===== src/rtl/gcd_ctrl.sv =====
// gcd_ctrl: control FSM for the 16-bit subtract-and-compare GCD datapath.
// It sequences operand loads, drives repeated subtraction until the operands
// are equal, and hands the result back through a return-to-zero start/done
// handshake. An iteration counter with a ceiling turns runs that never reach
// equality (for example a zero operand) into a timeout.
module gcd_ctrl #(
  parameter logic [15:0] MAX_ITER = 16'hFFFF
) (
  input  logic        clk,
  input  logic        rst,
  input  logic        start,
  input  logic        gt,
  input  logic        lt,
  input  logic        eq,
  output logic        lda,
  output logic        ldb,
  output logic        sel1,
  output logic        sel2,
  output logic        selin,
  output logic        busy,
  output logic        done,
  output logic        timeout,
  output logic [15:0] iter_cnt
);

  typedef enum logic [2:0] {
    IDLE,
    LOAD_A,
    LOAD_B,
    CMP,
    SUB_A,
    SUB_B,
    DONE
  } state_t;

  state_t state;
  state_t next_state;

  logic   cnt_at_max;

  assign cnt_at_max = (iter_cnt == MAX_ITER);

  // State register; reset wins over any transition, even mid-run.
  always_ff @(posedge clk) begin
    if (rst) begin
      state <= IDLE;
    end else begin
      state <= next_state;
    end
  end

  // Next-state decode and Moore control outputs taken from the state alone.
  always_comb begin
    next_state = state;
    lda        = 1'b0;
    ldb        = 1'b0;
    sel1       = 1'b0;
    sel2       = 1'b0;
    selin      = 1'b0;
    busy       = 1'b0;
    done       = 1'b0;
    case (state)
      IDLE: begin
        if (start) begin
          next_state = LOAD_A;
        end
      end
      LOAD_A: begin
        lda        = 1'b1;
        busy       = 1'b1;
        next_state = LOAD_B;
      end
      LOAD_B: begin
        ldb        = 1'b1;
        busy       = 1'b1;
        next_state = CMP;
      end
      CMP: begin
        busy = 1'b1;
        if (eq) begin
          next_state = DONE;
        end else if (cnt_at_max) begin
          next_state = DONE;
        end else if (gt) begin
          next_state = SUB_A;
        end else if (lt) begin
          next_state = SUB_B;
        end
      end
      SUB_A: begin
        sel1       = 1'b1;
        selin      = 1'b1;
        lda        = 1'b1;
        busy       = 1'b1;
        next_state = CMP;
      end
      SUB_B: begin
        sel2       = 1'b1;
        selin      = 1'b1;
        ldb        = 1'b1;
        busy       = 1'b1;
        next_state = CMP;
      end
      DONE: begin
        done = 1'b1;
        if (!start) begin
          next_state = IDLE;
        end
      end
      default: begin
        next_state = IDLE;
      end
    endcase
  end

  // Iteration counter and timeout flag: cleared on load, saturating at the
  // ceiling, and held through DONE and IDLE so the host can read them later.
  // A comparison with no flag set still counts, so a broken datapath times out.
  always_ff @(posedge clk) begin
    if (rst) begin
      iter_cnt <= 16'd0;
      timeout  <= 1'b0;
    end else begin
      case (state)
        LOAD_A: begin
          iter_cnt <= 16'd0;
          timeout  <= 1'b0;
        end
        CMP: begin
          if (!eq) begin
            if (cnt_at_max) begin
              timeout <= 1'b1;
            end else if (!gt && !lt) begin
              iter_cnt <= iter_cnt + 16'd1;
            end
          end
        end
        SUB_A, SUB_B: begin
          if (!cnt_at_max) begin
            iter_cnt <= iter_cnt + 16'd1;
          end
        end
        default: begin
        end
      endcase
    end
  end

endmodule


===== config.mk =====
export PLATFORM = sky130hd
export DESIGN_NAME = gcd_ctrl
export DESIGN_NICKNAME = d
export VERILOG_FILES = /design/src/rtl/gcd_ctrl.sv
export SDC_FILE = /design/constraint.sdc
export NUM_CORES = 1
export LEC_CHECK = 0
export CAP_MARGIN = 20
export CORE_ASPECT_RATIO = 0.6
export CORE_UTILIZATION = 51
export DETAILED_ROUTE_END_ITERATION = 12
export GPL_TIMING_DRIVEN = 0
export PLACE_DENSITY = 0.94
export SETUP_SLACK_MARGIN = 0.4
export SYNTH_ARGS = -nofsm -noshare
export SYNTH_HDL_FRONTEND = slang
export SYNTH_SLANG_ARGS = --single-unit

===== constraint.sdc =====
create_clock -name clk -period 4.36 [get_ports clk]
set_input_delay 1.308 -clock clk [delete_from_list [all_inputs] [get_ports clk]]
set_output_delay 1.308 -clock clk [all_outputs]
set_load 0.01 [all_outputs]

### After elaboration in Yosys (flattened, before gate mapping)

Cells that the tools add are included.
Widths: inputs -> output; s select.

| storage, ports and cells | value |
|---|---|
| logic and storage cells | 55 |
| register bits | 20 |
| output and inout port bits | 24 |

| cells by class | value |
|---|---|
| mux-type cells | 22 |
| reductions and logical operators | 14 |
| equal/unequal tests | 15 |
| add/sub/neg operators | 1 |

Operators by type and width:

| kind | number |
|---|---|
| $mux 16 | 4 |
| $pmux 16 s3 | 1 |
| $mux 3 | 6 |
| $add 16x1->16 const B | 1 |
| $eq 16x16->1 const B | 1 |
| $pmux 3 s5 | 1 |
| $ne 2x2->1 const B | 7 |
| $eq 3x3->1 const B | 3 |
| $mux 1 | 9 |
| $eq 3x2->1 const B | 2 |
| $reduce_and 3->1 | 2 |
| $reduce_or 2->1 | 3 |
| $ne 5x5->1 const B | 1 |
| $reduce_and 5->1 | 1 |
| $reduce_or 5->1 | 1 |
| $eq 3x1->1 const B | 1 |
| $logic_not 3->1 | 1 |
| $reduce_bool 3->1 | 1 |
| $reduce_or 3->1 | 1 |
| $logic_not 1->1 | 2 |
| $pmux 1 s2 | 1 |
| $reduce_bool 2->1 | 1 |
| $logic_and 1x1->1 | 1 |

### Logic depth before layout (Yosys ltp)

Gate-level depths: netlist of the first run.

| logic depth | value |
|---|---|
| word-level depth | 6 |
| gate-level depth with buffers | 7 |
| mapped depth without buffers | 6 |

### Worst setup path after synthesis of the first run

Ideal clock, no wire load.

| path | value |
|---|---|
| kind | input to register |
| start | input port eq |
| end | register iter_cnt[6] |
| path slack | 1.721 ns |
| buffers on the path | 0 |
| setup time | 0.059 ns |
| stages on the path | 5 |
| required time | 4.301 ns |
| data arrival time | 2.580 ns |
| cells stage by stage | nand2b_1 > o41ai_4 > nand2_2 > or4_1 > nand2_1 |

| on the way | value |
|---|---|
| cells in the longest elaborated chain, start to end | 2 |

Ends and longest elaborated chain:

| item | line | RTL |
|---|---|---|
| from (decl) | 14 | `input logic eq,` |
| $ne 2x2->1 (no line) | -- |  |
| $reduce_and 5->1 (no line) | -- |  |
| to (signal assigned) | 134 | `iter_cnt <= iter_cnt + 16'd1;` |
| to (signal assigned) | 140 | `iter_cnt <= iter_cnt + 16'd1;` |
| to (decl) | 23 | `output logic [15:0] iter_cnt` |

Every way passes these cells.
A chain may end at the register's enable or synchronous reset.

### Final worst setup path of the first run

| path | value |
|---|---|
| start | register state[1] |
| end | output port lda |

| on the way | value |
|---|---|
| cells in the longest elaborated chain, start to end | 3 |

Ends and longest elaborated chain:

| item | line | RTL |
|---|---|---|
| from (decl) | 36 | `state_t state;` |
| from (signal assigned) | 48 | `state <= next_state;` |
| $eq 3x3->1 or $eq 3x1->1 (tied branches) | 62 | `case (state)` |
| $reduce_or 2->1 (no line) (*) | -- |  |
| $mux 1 (*) | 62 |  |
| to (decl) | 15 | `output logic lda,` |

Mark *: on every way between the ends. The rest lies on a longest branch, timed or not.

==> impl_metrics.toml, run 1 <==
[outcome]
status = "finished clean"

[min_path]
hold_path.startpoint = "timeout$_SDFFE_PP0P_"
min_path_type = "register to register"
hold_depth = 2

[synthesis]
synthCells = 144
syn_avg_cell_area_um2 = 8.05
ys_seq_area_share_pct = 34.6
yosys_register_bits = 20
synth_nets = 151
synth_edf_count = 0
syn_area_mm2 = 0.00116
synth_flop_cell = "dfxtp_1"
ys_async_sr_fraction_pct = 0
synth_warnings = 0
yosysUniqueCellTypes = 37

[floorplanning]
core_area_mm2 = 0.00198
io_pins = 30
dieHeight_um = 38.9
dieWidth_um = 63.5
initial_utilization_pct = 58.5
die_area_mm2 = 0.00247
core.rowCount = 12

[layout]
final_util_pct = 77.7
area_delta_synth_final_pct = 32.8
antenna_cells = 0
final_nets = 185
final_cells = 205
drive_gt1_share_pct = 6.21
fillers = 142

[drt]
wl_per_cell_um = 17.7
drtAntennaViolNets = 0
drt_first_pass_iters = 5
drt_drc_violations_left = 0
drt_iter0_markers = 141
vias = 1300
routed_wl_mm = 3.63
via_per_inst = 6.34

[power_and_ir_drop]
vdd_ir_drop_max_uv = 250
power_density_mw_per_mm2 = 263
p_leak_nw = 0.557

[setup_path]
path_max_fanout = 10
r2r_cells = 7
critPathArrivalTime_ns = 2.10
crit_type = "register to output pin"
start_kind = "register"
critPathRequiredTime_ns = 3.05
startpoint = "state[1]$_SDFFE_PP0P_"
critPathCaptureType = "output pin"
r2r_start = "iter_cnt[0]$_SDFFE_PP0P_"

[clocking]
clock_path_buffers = 2
numCtsBuffers = 3
hold_buffers = 0
cts-htree-levels = 1
clkSinkCount = 20
cts-root-buf = "clkbuf_8"
cts_resized = 0
clk_transition_reported_paths_ns = 0.08
post_cts_buffers = 0
clk_latency_ns = 0.27
cts_tree = "yes"

[timing]
fmax_ghz = 0.294
finalCritPeriodShare_pct = 78.1
fin_hold_ws_ns = 0.523
rsz0062_at_grt = "false"
setup_viol = 0
layout_min_cycle_time_ns = 3.40
hold_viol_final = 0
fin_skew_ns = 0.00700
worst_pin_slew_ns = 0.572
slew_headroom_pct = 60.9
drv_slew = 0
fin_setup_tns_ns = 0

[global_routing]
grt_max_degree = 12
grt_pass1_vias = 1233
antenna_found_initial = 0
grt_first_pass_wirelength_mm = 5.87
gr-total-overflow = 0
grtUsageTotal_pct = 32.8

[flow_run]
maxCapViolCount = 0

[placement]
post-place-cells = 201
dp_hpwl_mm = 2.64
place.gp.congestion = 0.928
port_buffers = 29
report_power, final:
| group | total [W] | switching (W) | internal, W |
|---|---|---|---|
| sequential | 0.000189 | 0.00000394 | 0.000186 |
| combinational | 0.0000704 | 0.0000411 | 0.0000293 |
| clock | 0.000144 | 0.0000637 | 0.0000805 |
| total | 0.000404 | 0.000109 | 0.000295 |
through the flow:
stage	power [W]	worst slack (ns)	cell area, µm²
2_1_floorplan	0.000232	1.72	1160
3_3_place_gp	0.000257	1.08	1480
3_5_place_dp	0.000261	1.05	1480
4_1_cts	0.000402	1.00	1540
5_1_grt	0.000418	0.890	1540
6_report	0.000404	0.956	1540
layout make-up:
class	count	area, µm²	share of cell area [%]
multi-input combinational	116	726	47.2
sequential	20	400	26.0
timing repair buffer	29	290	18.9
clock buffer	4	55.1	3.58
tap	28	35.0	2.28
buffer	7	28.8	1.87
inverter	1	3.75	0.244
layer usage:
| layer | share of wire [%] | track usage [%] | vias to the layer above |
|---|---|---|---|
| met5 | 0 | 0 | - |
| met1 | 42 | 39.2 | 588 |
| met4 | 4.4 | 18.2 | 0 |
| met2 | 43 | 53.5 | 96 |
| met3 | 10 | 10.6 | 24 |
| li1 | - | - | 592 |
registers in the layout (all words and copies together) (netlist names):
register and flops:
iter_cnt 16, timeout 1, state 3
worst max-delay path: stages (launching register included):
cell and delay (ns):
dfxtp_1 0.33, clkbuf_1 0.23, or3b_2 0.60, o21ai_0 0.12
clkdlybuf4s50_1 0.56
Yosys cell counts, types with 2 or more instances:
library cell	count	area, µm²
nand2b_1	3	18.8
nor2b_1	2	12.5
o41ai_1	2	17.5
clkbuf_1	5	18.8
nor2_1	22	82.6
a21o_1	2	15.0
and4_1	5	43.8
xor2_1	6	52.6
nor4_1	5	31.3
nand4_1	6	37.5
a21oi_1	7	35.0
nor3_1	4	20.0
and2_1	4	25.0
nand3b_1	2	15.0
dfxtp_1	20	400
and3_1	4	25.0
nand3_1	9	45.0
o21ai_0	6	30.0
buf_2	2	10.0
nor3b_1	2	15.0
nand2_1	7	26.3
xnor2_1	4	35.0
placed cells by master (no fill, tap or decap), types with 2 or more instances in the layout:
cell             instances
nor3b_1                  2
a21oi_1                  7
buf_2                    2
nand4_1                  6
a21o_1                   2
nor4_1                   5
xor2_1                   6
clkdlybuf4s50_1         29
and2_1                   4
dfxtp_1                 20
nand3_1                  9
nor2_1                  22
nor2b_1                  2
o21ai_0                  6
and3_1                   4
xnor2_1                  4
o41ai_1                  2
nand2b_1                 3
clkbuf_8                 4
clkbuf_1                 5
nand3b_1                 2
nor3_1                   4
nand2_1                  7
and4_1                   5
path summary, 6_finish.rpt:
kind | endpoint | slack, ns
hold reg to reg | timeout$_SDFFE_PP0P_ | 0.52
setup / recovery | lda | 0.96
setup reg to reg | state[1]$_SDFFE_PP0P_ | 2.01
hold / removal | timeout$_SDFFE_PP0P_ | 0.52
cell families after synthesis:
family / share of synthesized area (%)
compound gates: 15.2
xor+xnor: 7.56
fa+ha+maj: 1.08
buf+inv: 2.81
flops: 34.6
simple gates: 38.8
Note: power is estimated with default switching activity, not from simulation.
==> run 2: changes to the inputs <==
- CORE_UTILIZATION: 51 -> 43
- PLACE_DENSITY: 0.94 -> 0.86
- clock period: 4.36 -> 2.7 ns (I/O delays scaled with it)
==> run 2 against run 1 <==
Clock skew down 0.0022 ns. Critical path depth unchanged. Highest routed layer unchanged. Die area up 18%. Combinational power up 68%. Sequential share of layout area down 1.1 points. Sequential cell count unchanged.
==> impl_metrics.toml, run 2 (synthesized netlist as in run 1, its figures left out) <==
[outcome]
status = "finished clean"

[drt]
drt_drc_violations_left = 0
wl_per_cell_um = 16.1
routed_wl_mm = 3.40
drtAntennaViolNets = 0
vias = 1267
drt_first_pass_iters = 4
via_per_inst = 5.98
drt_iter0_markers = 115

[setup_path]
path_max_fanout = 10
crit_buf_inv = 2
crit_type = "register to output pin"
critPathArrivalTime_ns = 1.47
r2r_start = "iter_cnt[0]$_SDFFE_PP0P_"
worstPathCellList = "clkbuf_4, or3b_4, o21ai_0, clkbuf_2"
critPathRequiredTime_ns = 1.89
crit_family = "simple AND/OR/NAND/NOR gates"
rrSetupSlack_ns = 0.51
worst_path_max_delay_cell = "or3b_4"
r2r_cells = 7
start_kind = "register"
r2r_end = "state[1]$_SDFFE_PP0P_"
critPathCaptureType = "output pin"
cpPeakStageDelay_ns = 0.44
worst-path-stages = 4

[power_and_ir_drop]
p_leak_nw = 0.654
internal_power_w = 0.000453
switchingPower_w = 0.000163
combinationalPowerShare_pct = 19.1
vdd_ir_drop_max_uv = 269
p_seq_share_pct = 50.2
p_total_w = 0.000616
p_sw_share_pct = 26.4
clockPowerShare_pct = 30.7
power_density_mw_per_mm2 = 380

[floorplanning]
core.rowCount = 14
io_pins = 30
initial_utilization_pct = 45.9
core_area_mm2 = 0.00252
dieWidth_um = 69.0
dieHeight_um = 42.2
die_area_mm2 = 0.00291

[layout]
drive_gt1_share_pct = 15.6
reg_top3 = "iter_cnt: 16 flops, state: 3 flops, timeout: 1 flops"
largest_register = "iter_cnt"
largest_reg_flops = 16
layout_common_cells = "nor2_1, clkdlybuf4s50_1, dfxtp_1"
antenna_cells = 0
final_nets = 189
area_delta_synth_final_pct = 40.1

[global_routing]
grt_first_pass_wirelength_mm = 5.42
grt_pass1_vias = 1105
grt_max_degree = 11
gr-total-overflow = 0
grtUsageTotal_pct = 23.8
antenna_found_initial = 0

[flow_run]
maxCapViolCount = 0

[clocking]
numCtsBuffers = 3
hold_buffers = 0
clock_path_buffers = 2
cts-root-buf = "clkbuf_8"
cts_tree = "yes"
clkSinkCount = 20
clk_transition_reported_paths_ns = 0.07
clk_latency_ns = 0.26
cts-htree-levels = 1

[timing]
worst_pin_slew_ns = 0.478
fmax_ghz = 0.438
fin_skew_ns = 0.00484
hold_viol_final = 0
setup_viol = 0
layout_min_cycle_time_ns = 2.28
rsz0062_at_grt = "true"
finalCritPeriodShare_pct = 84.6
fin_setup_tns_ns = 0
setup_ws_ns = 0.416
drv_slew = 0
slew_headroom_pct = 68.1

[placement]
place.gp.congestion = 0.894
place_ws_ns = -0.100
dp_hpwl_mm = 2.37
port_buffers = 29

[min_path]
hold_end = "timeout$_SDFFE_PP0P_"
min_path_type = "register to register"
hold_depth = 2
hold_path.startpoint = "timeout$_SDFFE_PP0P_"
==> run 2: cell count changes in the layout (fill, tap and decap cells not counted), sizes merged <==
cell,before,now
clkdlybuf4s50,29,21
buf,2,6
dlymetal6s2s,0,4
dlygate4sd2,0,3
==> run 2: worst max-delay path by stage <==
stage                          start                        to  slack [ns]
6_report       state[1]$_SDFFE_PP0P_                       lda        0.42
5_1_grt        state[1]$_SDFFE_PP0P_                       lda        0.36
4_1_cts        state[1]$_SDFFE_PP0P_                       lda        0.31
3_5_place_dp                      gt  iter_cnt[6]$_SDFFE_PP0P_       -0.10
3_3_place_gp                      gt  iter_cnt[6]$_SDFFE_PP0P_       -0.07
2_1_floorplan                     eq  iter_cnt[6]$_SDFFE_PP0P_        0.56
==> run 2: power by group through the flow <==
stage	sequential, W	combinational [W]	clock [W]
CTS	0.000307	0.000112	0.000195
detailed placement	0.000313	0.000107	0
floorplan	0.000311	0.0000638	0
global placement	0.000312	0.000103	0
global route	0.000309	0.000129	0.000206
finish	0.000309	0.000118	0.000189
==> run 2: repair_timing <==
action / 4_1_cts / 5_1_grt
setup endpoints to repair: 14 / 18
gates resized for setup: 19 / 12
pin swaps: 2 / 3
buffers inserted: 3 / 1
==> run 2: stage by stage <==
stage          cells  cell area (µm²)  hold WS [ns]  util, %
6_report         212             1620         0.482     64.3
3_5_place_dp     205             1490         0.478     59.0
2_1_floorplan    144             1160         0.505        -
3_3_place_gp     205             1490         0.462     59.0
5_1_grt          212             1620         0.545     64.3
4_1_cts          211             1600         0.494     63.3
==> run 2: routing by layer <==
layer	up-vias	track usage [%]	wire length (µm)
met5	-	0	0
met4	0	7.76	59
met3	8	5.53	308
met2	72	36.1	1520
met1	588	33.4	1520
li1	599	-	-
==> run 2: area by class of cell <==
cell class / instances / area (µm²)
sequential: 20 / 404
multi-input combinational: 116 / 764
inverter: 1 / 3.75
fill: 207 / 900
clock buffer: 3 / 41.3
buffer: 7 / 47.5
timing repair buffer: 33 / 322
tap: 32 / 40.0
==> run 2: worst register-to-register path, stage by stage, from the launching register on <==
cell       delay (ns)
dfxtp_1          0.50
ha_1             0.26
and4_1           0.30
and4_1           0.19
buf_2            0.25
nor2_1           0.09
a2111oi_0        0.39
a31o_2           0.15
==> run 3: changes to the inputs <==
- clock period: 2.7 -> 2.1 ns (I/O delays scaled with it)
==> run 3 against run 2 <==
Global-route usage up 6.7 points. First-iteration DRC count up 80%. Cell area up 25%. Sequential share of layout area down 3.8 points. Routed wire length up 67%. Clock power up 65%. Worst hold slack about the same. Sequential cell count unchanged. Critical path depth up 2. Sequential power up 28%. Largest cell class unchanged. Highest routed layer unchanged.
==> impl_metrics.toml, run 3 (synthesized netlist as in run 1, its figures left out) <==
[placement]
place.gp.congestion = 0.871
port_buffers = 29
place_ws_ns = -0.382
post-place-cells = 205
dp_hpwl_mm = 2.39

[setup_path]
cp_common_cell = "buf_6"
critPathArrivalTime_ns = 1.42
start_kind = "register"
critPathCaptureType = "output pin"
worstPathCellList = "buf_8, buf_4, buf_6, buf_6, a21oi_2, buf_2"
critPathRequiredTime_ns = 1.47
crit_type = "register to output pin"
cpPeakStageDelay_ns = 0.37
worst_path_max_delay_cell = "dfxtp_4"
path_max_fanout = 3

[floorplanning]
die_area_mm2 = 0.00291
dieHeight_um = 42.2
dieWidth_um = 69.0
core_area_mm2 = 0.00252
initial_utilization_pct = 45.9
io_pins = 30
core.rowCount = 14

[clocking]
cts-root-buf = "clkbuf_8"
numCtsBuffers = 3
clk_latency_ns = 0.27
clkSinkCount = 20
clock_path_buffers = 2
clk_transition_reported_paths_ns = 0.08
hold_buffers = 0
cts-htree-levels = 1
cts_tree = "yes"

[power_and_ir_drop]
p_total_w = 0.000966
p_seq_share_pct = 40.9
p_leak_nw = 0.907
internal_power_w = 0.000671
vdd_ir_drop_max_uv = 323
p_sw_share_pct = 30.5
clockPowerShare_pct = 32.2
combinationalPowerShare_pct = 26.9
power_density_mw_per_mm2 = 478
switchingPower_w = 0.000294

[timing]
finalCritPeriodShare_pct = 97.8
rsz0062_at_grt = "true"
slew_headroom_pct = 74.2
setup_ws_ns = 0.0462
fin_skew_ns = 0.0103
setup_viol = 0
hold_viol_final = 0
drv_slew = 0
worst_pin_slew_ns = 0.386
layout_min_cycle_time_ns = 2.05
fmax_ghz = 0.487

[drt]
drt_iter0_markers = 207
routed_wl_mm = 5.68
drt_first_pass_iters = 5
drt_drc_violations_left = 0
vias = 1654
wl_per_cell_um = 23.4
drtAntennaViolNets = 0
via_per_inst = 6.81

[layout]
mostFrequentLayoutCell = "buf_4"
drive_gt1_share_pct = 45.5
antenna_cells = 0
largest_reg_flops = 16
final_util_pct = 80.1
largest_register = "iter_cnt"
final_cells = 243
area_delta_synth_final_pct = 74.4
layout_common_cells = "buf_4, nor2_1, dlygate4sd2_1"
final_nets = 219
reg_top3 = "iter_cnt: 16 flops, state: 3 flops, timeout: 1 flops"

[flow_run]
maxCapViolCount = 0

[global_routing]
grt_max_degree = 12
grtUsageTotal_pct = 30.5
grt_pass1_vias = 1326
gr-total-overflow = 0
grt_first_pass_wirelength_mm = 6.77
antenna_found_initial = 0

[outcome]
status = "finished clean"

[min_path]
min_path_type = "register to register"
## run 3: metal layers
layer  vias up  wire [µm]  GRT usage (%)
li1        663          -              -
met1       790       2280           39.8
met2       161       2400           47.0
met3        40        755           10.1
met4         0        252           11.8
met5         -          0              0
## run 3: final timing paths
path | cells past startpoint | from | slack, ns | endpoint
max | 6 | state[1]$_SDFFE_PP0P_ | 0.05 | busy
min | 2 | timeout$_SDFFE_PP0P_ | 0.48 | timeout$_SDFFE_PP0P_
max reg2reg | 8 | iter_cnt[0]$_SDFFE_PP0P_ | 0.23 | iter_cnt[4]$_SDFFE_PP0P_
min reg2reg | 2 | timeout$_SDFFE_PP0P_ | 0.48 | timeout$_SDFFE_PP0P_
## run 3: power groups by stage
stage                     Combinational, W  Clock, W  Sequential, W
after floorplan                  0.0000886         0       0.000401
after global placement            0.000139         0       0.000402
after detailed placement          0.000144         0       0.000403
after CTS                         0.000191  0.000301       0.000393
after global routing              0.000264  0.000322       0.000395
final                             0.000260  0.000311       0.000395
## run 3: metrics by stage
stage	setup TNS (ns)	hold WS, ns	cell area (µm²)
3_5_place_dp	-4.68	0.461	1540
2_1_floorplan	0	0.505	1210
3_3_place_gp	-4.09	0.463	1540
6_report	0	0.483	2020
4_1_cts	0	0.484	1800
5_1_grt	0	0.513	2020
## run 3: area by class of cell
| cell class | instances | area [µm²] |
|---|---|---|
| plain buffers | 7 | 76.3 |
| multi-input cells | 116 | 905 |
| flip-flops and latches | 20 | 427 |
| repair buffers | 63 | 514 |
| inverters | 1 | 3.75 |
| clock buffers | 4 | 55.1 |
| fillers | 132 | 502 |
| well taps | 32 | 40.0 |
## run 3: critical path: cells and delay by family (launching register included)
family	cells	cell delay (ns)
DFF	1	0.37
AOI/OAI and AO/OA	1	0.14
buffers and inverters	5	0.64
## run 3: timing repair
action / 4_1_cts / 5_1_grt
buffers inserted: 18 / 15
resized for setup: 92 / 25
endpoints found under the setup margin: 42 / 25
gates cloned: 0 / 1
pin swaps: 14 / 12
